**config.mk**
```make
export PLATFORM = sky130hd
export DESIGN_NAME = mux_alloc
export DESIGN_NICKNAME = d
export VERILOG_FILES = /design/src/rtl/mux_alloc.sv
export SDC_FILE = /design/constraint.sdc
export NUM_CORES = 1
export LEC_CHECK = 0
export ABC_AREA = 1
export CELL_PAD_IN_SITES_DETAIL_PLACEMENT = 0
export CELL_PAD_IN_SITES_GLOBAL_PLACEMENT = 1
export CORE_AREA = 2 2 103 115
export DETAILED_ROUTE_END_ITERATION = 6
export DIE_AREA = 0 0 105 117
export PLACE_DENSITY_LB_ADDON = 0.1
export SLEW_MARGIN = 20
export SYNTH_ARGS = -nofsm -noshare
export SYNTH_HDL_FRONTEND = slang
export SYNTH_SLANG_ARGS = --single-unit
export TNS_END_PERCENT = 100
```
**constraint.sdc**
```tcl
create_clock -name clk -period 1.7 [get_ports clk]
set_input_delay 0.17 -clock clk [delete_from_list [all_inputs] [get_ports clk]]
set_output_delay 0.17 -clock clk [all_outputs]
set_load 0.02 [all_outputs]
```
**src/rtl/mux_alloc.sv**
```systemverilog
// Wormhole allocator for a 2:1 router output mux: locks one input port from HEAD to TAIL,
// round-robins between packets, returns per-port grants and keeps saturating flit/packet counts.
//
//  state | meaning
//  ------+------------------------------------------------------------
//  IDLE  | no lock; looking for a HEAD on port 0/1; no grants issued
//  LOCK0 | mux held on port 0 until its TAIL is transferred
//  LOCK1 | mux held on port 1 until its TAIL is transferred
module mux_alloc #(
    parameter int DATAW = 64,
    parameter int TYPEW = 2,
    parameter int SELW  = 5,
    parameter int CNTW  = 16
) (
    input  logic             clk,
    input  logic             rst,
    input  logic [DATAW-1:0] idata_0,
    input  logic             ivalid_0,
    input  logic [DATAW-1:0] idata_1,
    input  logic             ivalid_1,
    input  logic             ordy,
    output logic [SELW-1:0]  sel,
    output logic             grant_0,
    output logic             grant_1,
    output logic [CNTW-1:0]  oflits,
    output logic [CNTW-1:0]  opkts,
    output logic             err
);

    localparam logic [1:0] S_IDLE  = 2'd0;
    localparam logic [1:0] S_LOCK0 = 2'd1;
    localparam logic [1:0] S_LOCK1 = 2'd2;

    localparam logic [TYPEW-1:0] T_NONE = TYPEW'(0);
    localparam logic [TYPEW-1:0] T_HEAD = TYPEW'(1);
    localparam logic [TYPEW-1:0] T_DATA = TYPEW'(2);
    localparam logic [TYPEW-1:0] T_TAIL = TYPEW'(3);

    logic [1:0]      r_state;
    logic            r_rr;
    logic            r_hd_pend;
    logic [SELW-1:0] r_sel;
    logic [CNTW-1:0] r_flits;
    logic [CNTW-1:0] r_pkts;
    logic            r_err;

    logic [TYPEW-1:0] w_type_0;
    logic [TYPEW-1:0] w_type_1;
    logic [TYPEW-1:0] w_gnt_type;
    logic             w_hd_0;
    logic             w_hd_1;
    logic             w_grant_0;
    logic             w_grant_1;
    logic             w_any_grant;
    logic             w_tail;
    logic             w_err_idle;
    logic             w_err_lock;
    logic [1:0]       w_state_nxt;
    logic [SELW-1:0]  w_sel_nxt;

    assign w_type_0 = idata_0[DATAW-1 -: TYPEW];
    assign w_type_1 = idata_1[DATAW-1 -: TYPEW];
    assign w_hd_0   = ivalid_0 & (w_type_0 == T_HEAD);
    assign w_hd_1   = ivalid_1 & (w_type_1 == T_HEAD);

    assign w_grant_0   = (r_state == S_LOCK0) & ivalid_0 & ordy;
    assign w_grant_1   = (r_state == S_LOCK1) & ivalid_1 & ordy;
    assign w_any_grant = w_grant_0 | w_grant_1;
    assign w_gnt_type  = w_grant_0 ? w_type_0 : w_type_1;
    assign w_tail      = w_any_grant & (w_gnt_type == T_TAIL);

    assign w_err_idle = (r_state == S_IDLE) &
                        ((ivalid_0 & ((w_type_0 == T_DATA) | (w_type_0 == T_TAIL))) |
                         (ivalid_1 & ((w_type_1 == T_DATA) | (w_type_1 == T_TAIL))));
    // The HEAD that opened the lock is the one legal HEAD transfer; any later HEAD is a protocol error.
    assign w_err_lock = w_any_grant &
                        ((w_gnt_type == T_NONE) | ((w_gnt_type == T_HEAD) & ~r_hd_pend));

    always_comb begin
        w_state_nxt = r_state;
        case (r_state)
            S_IDLE: begin
                if (w_hd_0 & w_hd_1)
                    w_state_nxt = r_rr ? S_LOCK1 : S_LOCK0;
                else if (w_hd_0)
                    w_state_nxt = S_LOCK0;
                else if (w_hd_1)
                    w_state_nxt = S_LOCK1;
            end
            S_LOCK0, S_LOCK1: begin
                if (w_tail)
                    w_state_nxt = S_IDLE;
            end
            default: w_state_nxt = S_IDLE;
        endcase
    end

    always_comb begin
        w_sel_nxt    = '0;
        w_sel_nxt[0] = (w_state_nxt == S_LOCK0);
        w_sel_nxt[1] = (w_state_nxt == S_LOCK1);
    end

    always_ff @(posedge clk) begin
        if (rst) begin
            r_state   <= S_IDLE;
            r_sel     <= '0;
            r_rr      <= 1'b0;
            r_hd_pend <= 1'b1;
            r_flits   <= '0;
            r_pkts    <= '0;
            r_err     <= 1'b0;
        end else begin
            r_state <= w_state_nxt;
            r_sel   <= w_sel_nxt;
            if (w_tail)
                r_rr <= w_grant_0;
            if (r_state == S_IDLE)
                r_hd_pend <= 1'b1;
            else if (w_any_grant)
                r_hd_pend <= 1'b0;
            if (w_any_grant && (r_flits != '1))
                r_flits <= r_flits + 1'b1;
            if (w_tail && (r_pkts != '1))
                r_pkts <= r_pkts + 1'b1;
            if (w_err_idle | w_err_lock)
                r_err <= 1'b1;
        end
    end

    assign sel     = r_sel;
    assign grant_0 = w_grant_0;
    assign grant_1 = w_grant_1;
    assign oflits  = r_flits;
    assign opkts   = r_pkts;
    assign err     = r_err;

endmodule

```
# After elaboration in Yosys (flattened, before gate mapping)
# Index checks and enable logic that the tools add are counted.
[classes]
n_addsub = 2
eq_ne = 14
mux = 7
n_bitwise = 20
n_reduce_logical = 6
[op_table]
columns = ["cell", "count"]
rows = [
  ["$add 16x1->16 const B", 2],
  ["$ne 16x16->1 const B", 2],
  ["$eq 2x2->1 const B", 7],
  ["$and 1x1->1", 13],
  ["$mux 2", 6],
  ["$eq 2x1->1 const B", 5],
  ["$or 1x1->1", 6],
  ["$logic_not 2->1", 2],
  ["$pmux 2 s2", 1],
  ["$reduce_or 2->1", 2],
  ["$logic_and 1x1->1", 2],
  ["$not 1->1", 1],
]
[totals]
ff_bits = 42
in_bits = 133
output_inout_bits = 40

# Depth between registers and ports, before layout
# Gate-level depths: netlist (run 1).
[logic_depth]
ltp_word = 9
mapped_depth = 11
mapped_depth_nobuf = 10

# Worst setup path after synthesis (run 1)
# OpenSTA, ideal clock, no wires.
[synth_path]
kind = "reg-to-reg"
from = "register r_pkts[1], in the netlist opkts[1]"
to = "register r_pkts[5], in the netlist opkts[5]"
setup_time_ps = 132
arrival_time_ps = 1610
required_time_ps = 1568
slack_ps = -42
stages_incl_launch_ff = 7
n_path_buf = 0
period_less_slack_ps = 1742
cell_sequence = "dfxtp_1 -> ha_1 -> nand3_1 -> nor2_1 -> nand4_1 -> nand3_1 -> a21oi_1"
[synth_between]
elab_chain_len = 2
word_cells_on_any_way = 3
cone_classes = "1 x add/sub; 1 x eq/ne; 1 x reduce/logical"
[synth_rtl]
columns = ["element", "line", "text"]
rows = [
  ["from (decl)", "44", "logic [CNTW-1:0] r_pkts;"],
  ["from (signal assigned)", "125", "r_pkts <= r_pkts + 1'b1;"],
  ["parallel branches: the longest is 2 deep, another holds $add 16x1->16", "-", ""],
]
# Several ways; the timed one is not identified.
# A chain may end at the register's enable or synchronous reset.

# Final worst setup path (run 1)
[layout_path]
from = "register r_flits[2], in the netlist oflits[2]"
to = "output oflits[2]"
[layout_rtl]
columns = ["element", "line", "text"]
rows = [
  ["from (decl)", "43", "logic [CNTW-1:0] r_flits;"],
  ["from (signal assigned)", "123", "r_flits <= r_flits + 1'b1;"],
  ["to (decl)", "25", "output logic [CNTW-1:0] oflits,"],
]
# No word-level cell between the ends.

==> reports/metrics.csv, run 1 <==
metric;value;unit
metal3 WL;298;um
pin count of the biggest net entering global routing;22;
Final Hold Viols;0;
total iterations of the first detailed-routing run;4;
first-pass GRT wire length;13200;um
global placement routability congestion;0.745;
DIE AREA;12300;um2
part of the cycle the worst path needs;96.1;%
Peak Freq;612;MHz
wirelength, routed;7940;um
Placeable Area;11200;um2
Max-cap violations;0;
YS warnings;0;
CP max-delay cell;clkdlybuf4s50_1;
Filler cells;1290;
power density over the cells;597;nW/um2
clk sinks;39;
CTS Buffer Depth;2;
final cell count without fillers;649;
total global-route track usage;13.5;%
critical path startpoint category;register;
clock network fraction of total power;48.2;%
register share of total power;42.0;%
die height;117;um
max layer used;met4;
arrival time at the worst endpoint;1.46;ns
Final min period;1.63;ns
CP required;1.53;ns
area of the mapped netlist;2520;um2
Pins Over Slew Limit;0;
Die Width;105;um
CP endpoint kind;output port;
Final Util;33.3;%
final setup fails;0;
Worst VDD drop;0.342;mV
crit path cell chain;buf_4 > clkdlybuf4s50_1;
Port Buf Inserts;45;
Seq/Total Area, Yosys;31.0;%
antenna fix cells;0;
Setup Skew;0.00425;ns
DRT antenna net count;0;
1st-iter DRT viols;60;
wire length on met1;3900;um
antenna violations before repair;0;
number of global-route vias before repair;2707;
Comb pwr share;9.8;%
# rows;41;
hold crit path type;register to register;
synth top area cells;dfxtp_1 (31%), nand2_1 (21%), nor2_1 (6.8%);
Overall Power;2.22;mW
Final HPWL DP;6000;um
RSZ-0062 raised after global routing;yes;
GRT overflow;0;
net switching power;518;uW
placed instance area;3430;um2
largest area contributor in the netlist;dfxtp_1;
worst skew pair latency;0.28;ns
IO Pins;173;
hold_ws;0.466;ns
Post-Place Cells;635;
critical setup path kind;register to output port;
DR vias;2746;
post-synth cell types;26;
DRC viols;0;
cell area after layout;3720;um2
top-area cell type share of the netlist area;31.0;%
root buf cell;clkbuf_16;
CTS tree;built;
synthesized flop and latch total;39;
syn_area_per_cell;6.21;um2
worst-path fanout max;5;
Layout area overhead;47.7;%
CTS buffer count;5;
nets;638;
Met2 Wirelength;3660;um
most common cell after layout, fill and taps aside;nand2_1;
Clock transition at path regs;0.06;ns
H-tree depth;2;
DR WL/cell;12.2;um
post-synthesis cell count;406;
switching share of power;23.3;%
Hold Buf Count CTS;0;
Pleak;1.52;nW
DR vias/cell;4.23;
Worst path max stage delay;0.60;ns
Initial Util;22.6;%
commonest non-fill, non-tap cells in the layout;nand2_1 (138), nor2_1 (45), buf_4 (45), clkdlybuf4s50_1 (43), inv_1 (42);
layout cells sized above 1;16.8;%
outcome;finished, final reports clean;
Cell Int Power;1.71;mW
[routing by layer]
layer | GRT usage, % | vias to the layer above
met4 | 3.20 | 0
met5 | 0 | -
met2 | 22.9 | 47
met3 | 2.93 | 6
met1 | 17.5 | 1219
li1 | - | 1474
[state kept, by name (all words and copies together), names as in the netlist]
| register | cells |
|---|---|
| oflits | 16 |
| opkts | 16 |
| r_state | 2 |
| sel | 2 |
| err | 1 |
| r_hd_pend | 1 |
| r_rr | 1 |
[cells in the mapped netlist (all sizes together)]
library cell,number
nand3b,3
inv,45
nand3,37
o21ai,12
xnor2,4
nand4,14
dfxtp,39
ha,6
nor3,1
xor2,6
nand2,146
a21oi,32
buf,7
nor2,50
clkbuf,3
conb,1
[stage by stage]
step | TNS [ns] | setup WS, ns
final | 0 | 0.0655
after detailed placement | -2.06 | -0.153
after floorplan | 0 | 0.00386
after global routing | -0.0296 | -0.0119
after global placement | -2.17 | -0.146
after CTS | 0 | 0.000259
[what timing repair did]
action	4_1_cts	5_1_grt
pin swaps	0	9
buffers inserted	0	5
endpoints found under the hold margin	0	0
endpoints found under the setup margin	2	20
gates cloned	0	2
resized for setup	2	18
[power by group through the flow]
stage	combinational [mW]	clock, mW	sequential (mW)
3_3_place_gp	0.203	0	0.951
6_report	0.219	1.07	0.933
5_1_grt	0.242	1.13	0.934
4_1_cts	0.202	1.12	0.931
3_5_place_dp	0.202	0	0.952
2_1_floorplan	0.0955	0	0.965
[cell type report]
type                            instances  area [um2]  share of cell area (%)
Tap cell                              150         188                    5.04
Sequential cell                        39         785                    21.1
Timing Repair Buffer                   93         842                    22.6
Clock inverter                          1        30.0                   0.806
Clock buffer                            6         129                    3.46
Multi-Input combinational cell        315        1580                    42.5
Inverter                               45         169                    4.53
[critical path: cells and delay by family (launching register included)]
kind     cells  cell delay, ns
buf+inv      2            0.77
flops        1            0.41
[final timing paths]
path                            startpoint        end  slack, ns  cells past startpoint
worst min register to register   r_hd_pend  r_hd_pend       0.47                      2
worst min-delay path             r_hd_pend  r_hd_pend       0.47                      2
worst max register to register  r_state[1]  opkts[13]       0.09                      8
worst max-delay path             oflits[2]  oflits[2]       0.07                      2
[cells by family after synthesis]
logic type	share of synthesized area [%]
other	0.149
AND/OR/NAND/NOR	43.8
XOR/XNOR	3.47
buffers and inverters	9.42
AO/OA/AOI/OAI	9.18
flip-flops	31.0
adder cells (fa/ha/maj)	2.98
Note: power is estimated with default switching activity, not from simulation.
==> run 2: changes to the inputs <==
--- a/config.mk
+++ b/config.mk
@@ -8,9 +8,9 @@
 export ABC_AREA = 1
 export CELL_PAD_IN_SITES_DETAIL_PLACEMENT = 0
 export CELL_PAD_IN_SITES_GLOBAL_PLACEMENT = 1
-export CORE_AREA = 2 2 103 115
+export CORE_AREA = 2 2 108 110
 export DETAILED_ROUTE_END_ITERATION = 6
-export DIE_AREA = 0 0 105 117
+export DIE_AREA = 0 0 110 112
 export PLACE_DENSITY_LB_ADDON = 0.1
 export SLEW_MARGIN = 20
 export SYNTH_ARGS = -nofsm -noshare
==> run 2 against run 1 <==
Effect of this change: hold slack lost 0.0069 ns; sequential share of layout area grew 0.22 points; count of clock-buffer cells in the layout grew 2; critical path type unchanged; largest cell class unchanged.
==> reports/metrics.csv, run 2 (same netlist as run 1, synthesis figures left out) <==
metric;value;unit
CTS tree;built;
Worst VDD drop;0.337;mV
total global-route track usage;14.1;%
CTS Buffer Depth;2;
root buf cell;clkbuf_16;
first-pass GRT wire length;13400;um
GRT overflow;0;
Cell Int Power;1.65;mW
critical path startpoint category;register;
register share of total power;43.1;%
Clock transition at path regs;0.06;ns
worst skew pair latency;0.29;ns
net switching power;521;uW
Die Width;110;um
global placement routability congestion;0.752;
clock network fraction of total power;46.9;%
Final min period;1.62;ns
Setup Skew;0.00940;ns
crit path cell chain;clkdlybuf4s50_1;
CP required;1.53;ns
Final HPWL DP;6020;um
Pins Over Slew Limit;0;
Layout area overhead;46.9;%
Max-cap violations;0;
Overall Power;2.17;mW
switching share of power;24.0;%
Placeable Area;11200;um2
DIE AREA;12300;um2
H-tree depth;2;
CP endpoint kind;output port;
commonest non-fill, non-tap cells in the layout;nand2_1 (138), nor2_1 (44), clkdlybuf4s50_1 (43), inv_1 (42), buf_4 (42);
cell area after layout;3700;um2
hold crit path type;register to register;
power density over the cells;585;nW/um2
critical setup path kind;register to output port;
total iterations of the first detailed-routing run;4;
DR vias/cell;4.30;
clk sinks;39;
# rows;39;
DRC viols;0;
DR vias;2754;
RSZ-0062 raised after global routing;no;
Pleak;1.52;nW
placed instance area;3450;um2
Critical path buffers and inverters;1;
Comb pwr share;10.1;%
Port Buf Inserts;45;
DR WL/cell;12.3;um
part of the cycle the worst path needs;95.4;%
Post-Place Cells;630;
die height;112;um
outcome;finished, final reports clean;
nets;636;
antenna violations before repair;0;
DRT antenna net count;0;
arrival time at the worst endpoint;1.45;ns
wirelength, routed;7910;um
number of global-route vias before repair;2685;
Final Hold Viols;0;
IO Pins;173;
Peak Freq;617;MHz
layout cells sized above 1;17.3;%
Worst path max stage delay;0.67;ns
Largest delay share family, worst path;buffers and inverters;
Initial Util;22.6;%
final cell count without fillers;641;
antenna fix cells;0;
pin count of the biggest net entering global routing;25;
worst-path fanout max;7;
CP max-delay cell;clkdlybuf4s50_1;
final setup fails;0;
1st-iter DRT viols;97;
CTS buffer count;5;
most common cell after layout, fill and taps aside;nand2_1;
Final Util;33.2;%
run 2: repair_timing:
| item | CTS | global route |
|---|---|---|
| pin swaps | 1 | 5 |
| gates resized for setup | 3 | 21 |
| setup endpoints to repair | 3 | 29 |
| setup buffers | 0 | 3 |
| hold buffers | 0 | 0 |
run 2: area by class of cell:
type	instances	area, um2
fill	1255	7470
timing repair buffer	92	837
sequential	39	788
multi-input combinational	314	1570
inverter	45	171
tap	143	179
clock buffer	8	156
run 2: worst paths after layout:
| path | from | to | slack, ns | cells past startpoint |
|---|---|---|---|---|
| setup reg to reg | r_state[1] | opkts[14] | 0.13 | 8 |
| setup / recovery | oflits[8] | oflits[8] | 0.08 | 1 |
| hold / removal | r_hd_pend | r_hd_pend | 0.46 | 2 |
| hold reg to reg | r_hd_pend | r_hd_pend | 0.46 | 2 |
run 2: power by group through the flow:
| stage | combinational (mW) | sequential (mW) | clock [mW] |
|---|---|---|---|
| after floorplan | 0.0955 | 0.965 | 0 |
| after global placement | 0.211 | 0.953 | 0 |
| after detailed placement | 0.210 | 0.953 | 0 |
| after CTS | 0.213 | 0.933 | 1.06 |
| after global routing | 0.241 | 0.934 | 1.10 |
| final | 0.218 | 0.933 | 1.01 |
run 2: metal layers:
layer  global-route usage [%]  vias to the layer above  routed length [um]
li1                         -                     1469                   -
met1                     19.8                     1217                4020
met2                     21.1                       59                3370
met3                     3.51                        9                 403
met4                     4.30                        0                 112
met5                        0                        -                   0
run 2: worst min-delay path, cell delays in order, from the launching register on:
cell	delay [ns]
dfxtp_1	0.33
nand2_1	0.05
nand3_1	0.05
run 2: metrics by stage:
| step | hold WS, ns | TNS [ns] | worst slack (ns) |
|---|---|---|---|
| 2_1_floorplan | 0.321 | 0 | 0.00386 |
| 3_3_place_gp | 0.443 | -1.68 | -0.116 |
| 3_5_place_dp | 0.451 | -1.64 | -0.121 |
| 4_1_cts | 0.467 | 0 | 0.00571 |
| 5_1_grt | 0.506 | 0 | 0.000250 |
| 6_report | 0.459 | 0 | 0.0785 |
==> run 3: changes to the inputs <==
--- a/config.mk
+++ b/config.mk
@@ -9,6 +9,7 @@
 export CELL_PAD_IN_SITES_DETAIL_PLACEMENT = 0
 export CELL_PAD_IN_SITES_GLOBAL_PLACEMENT = 1
 export CORE_AREA = 2 2 108 110
+export CTS_BUF_LIST = sky130_fd_sc_hd__clkbuf_8
 export DETAILED_ROUTE_END_ITERATION = 6
 export DIE_AREA = 0 0 110 112
 export PLACE_DENSITY_LB_ADDON = 0.1
==> run 3 against run 2 <==
Effect of this change: combinational power barely moved; sequential share of layout area rose by 0.53 points; via count fell by 0.36%; largest power group is now registers; routed wire length barely moved; clock power fell by 27%; register-to-register slack barely moved; worst setup slack got worse by 0.0090 ns; clock skew rose by 0.0044 ns; critical path type unchanged; sequential power barely moved; cell area fell by 2.3%; critical path depth rose by 1; first-iteration DRC count rose by 29%.
==> reports/metrics.csv, run 3 (same netlist as run 1, synthesis figures left out) <==
metric;value;unit
outcome;finished, final reports clean;
CP endpoint kind;output port;
Post-Place Cells;630;
hold_ws;0.466;ns
worst skew pair latency;0.32;ns
total iterations of the first detailed-routing run;4;
arrival time at the worst endpoint;1.46;ns
1st-iter DRT viols;125;
Hold Buf Count CTS;0;
critical path startpoint category;register;
Final min period;1.63;ns
Layout area overhead;43.6;%
first-pass GRT wire length;13500;um
clk sinks;39;
total global-route track usage;14.2;%
smallest setup slack after layout;0.0695;ns
DIE AREA;12300;um2
Reg area;790;um2
worst-path fanout max;5;
commonest non-fill, non-tap cells in the layout;nand2_1 (140), nor2_1 (44), inv_1 (43), clkdlybuf4s50_1 (43), buf_4 (43);
Placeable Area;11200;um2
RSZ-0062 raised after global routing;yes;
Filler cells;1275;
multi-input logic area;1560;um2
number of global-route vias before repair;2693;
die height;112;um
GRT overflow;0;
Final HPWL DP;6020;um
hold crit path type;register to register;
Worst path max stage delay;0.60;ns
DR vias;2744;
Pins Over Slew Limit;0;
DRC viols;0;
Initial Util;22.6;%
CTS buffer count;5;
IO Pins;173;
antenna violations before repair;0;
reg2reg start;r_state[1];
DRT antenna net count;0;
CP max-delay cell;clkdlybuf4s50_1;
part of the cycle the worst path needs;95.9;%
pin count of the biggest net entering global routing;25;
global placement routability congestion;0.752;
H-tree depth;2;
crit path cell chain;buf_4 > clkdlybuf4s50_1;
Pleak;1.48;nW
critical setup path kind;register to output port;
antenna fix cells;0;
CP Launch Point;opkts[4];
Final Hold Viols;0;
Max-cap violations;0;
wirelength, routed;7910;um
pre-CTS setup slack;-0.121;ns
Hold Path Origin;r_hd_pend;
root buf cell;clkbuf_8;
most common cell after layout, fill and taps aside;nand2_1;
DR vias/cell;4.29;
final cell count without fillers;640;
# rows;39;
Port Buf Inserts;45;
Setup Skew;0.0138;ns
layout cells sized above 1;16.5;%
DR WL/cell;12.4;um
Overall Power;1.89;mW
CP required;1.53;ns
nets;635;
power density over the cells;521;nW/um2
Clock transition at path regs;0.09;ns
CTS tree;built;
Final Util;32.4;%
CTS Buffer Depth;2;
Peak Freq;613;MHz
Worst VDD drop;0.309;mV
final setup fails;0;
Die Width;110;um
==> run 3: cell count changes in the layout (fill, tap and decap cells not counted), moves of 2 or more <==
cell / before / now
nand2_1: 138 / 140
clkbuf_16: 5 / 0
clkbuf_8: 2 / 7
a21oi_1: 29 / 31
a21oi_2: 3 / 1
buf_6: 3 / 1
nand2_2: 6 / 4
==> run 3: what timing repair did <==
action,in CTS,in global routing
resized for setup,6,15
pin swaps,2,5
buffers inserted,1,1
setup endpoints to repair,4,30
==> run 3: per-layer routing <==
metal  routed length [um]  GRT usage, %
met5                    0             0
met4                  137          5.06
met3                  414          3.51
met2                 3350          21.2
met1                 4000          19.8
==> run 3: cell type report <==
cell class                      instances  area share (%)
Clock inverter                          1           0.104
Inverter                               45            4.73
Multi-Input combinational cell        314            43.0
Clock buffer                            7            2.66
Tap cell                              143            4.94
Timing Repair Buffer                   91            22.7
Sequential cell                        39            21.8
==> run 3: power by group <==
part	internal (mW)	switching, mW
Combinational	0.0940	0.122
Sequential	0.924	0.00794
Clock	0.365	0.375
==> run 3: metrics by stage <==
step                      instance area [um2]  TNS (ns)
after floorplan                          2530         0
after global routing                     3620   -0.0153
after global placement                   3450     -1.68
final                                    3620         0
after detailed placement                 3450     -1.64
after CTS                                3570         0
==> run 3: final timing paths <==
check | end | slack [ns] | cells past startpoint
worst max register to register | opkts[3] | 0.13 | 9
worst min-delay path | r_hd_pend | 0.47 | 2
worst min register to register | r_hd_pend | 0.47 | 2
worst max-delay path | opkts[4] | 0.07 | 2
==> run 3: worst max-delay path, delay by kind of cell, from the launching register on <==
family / cells / cell delay [ns]
buffers and inverters: 2 / 0.76
flip-flops: 1 / 0.38
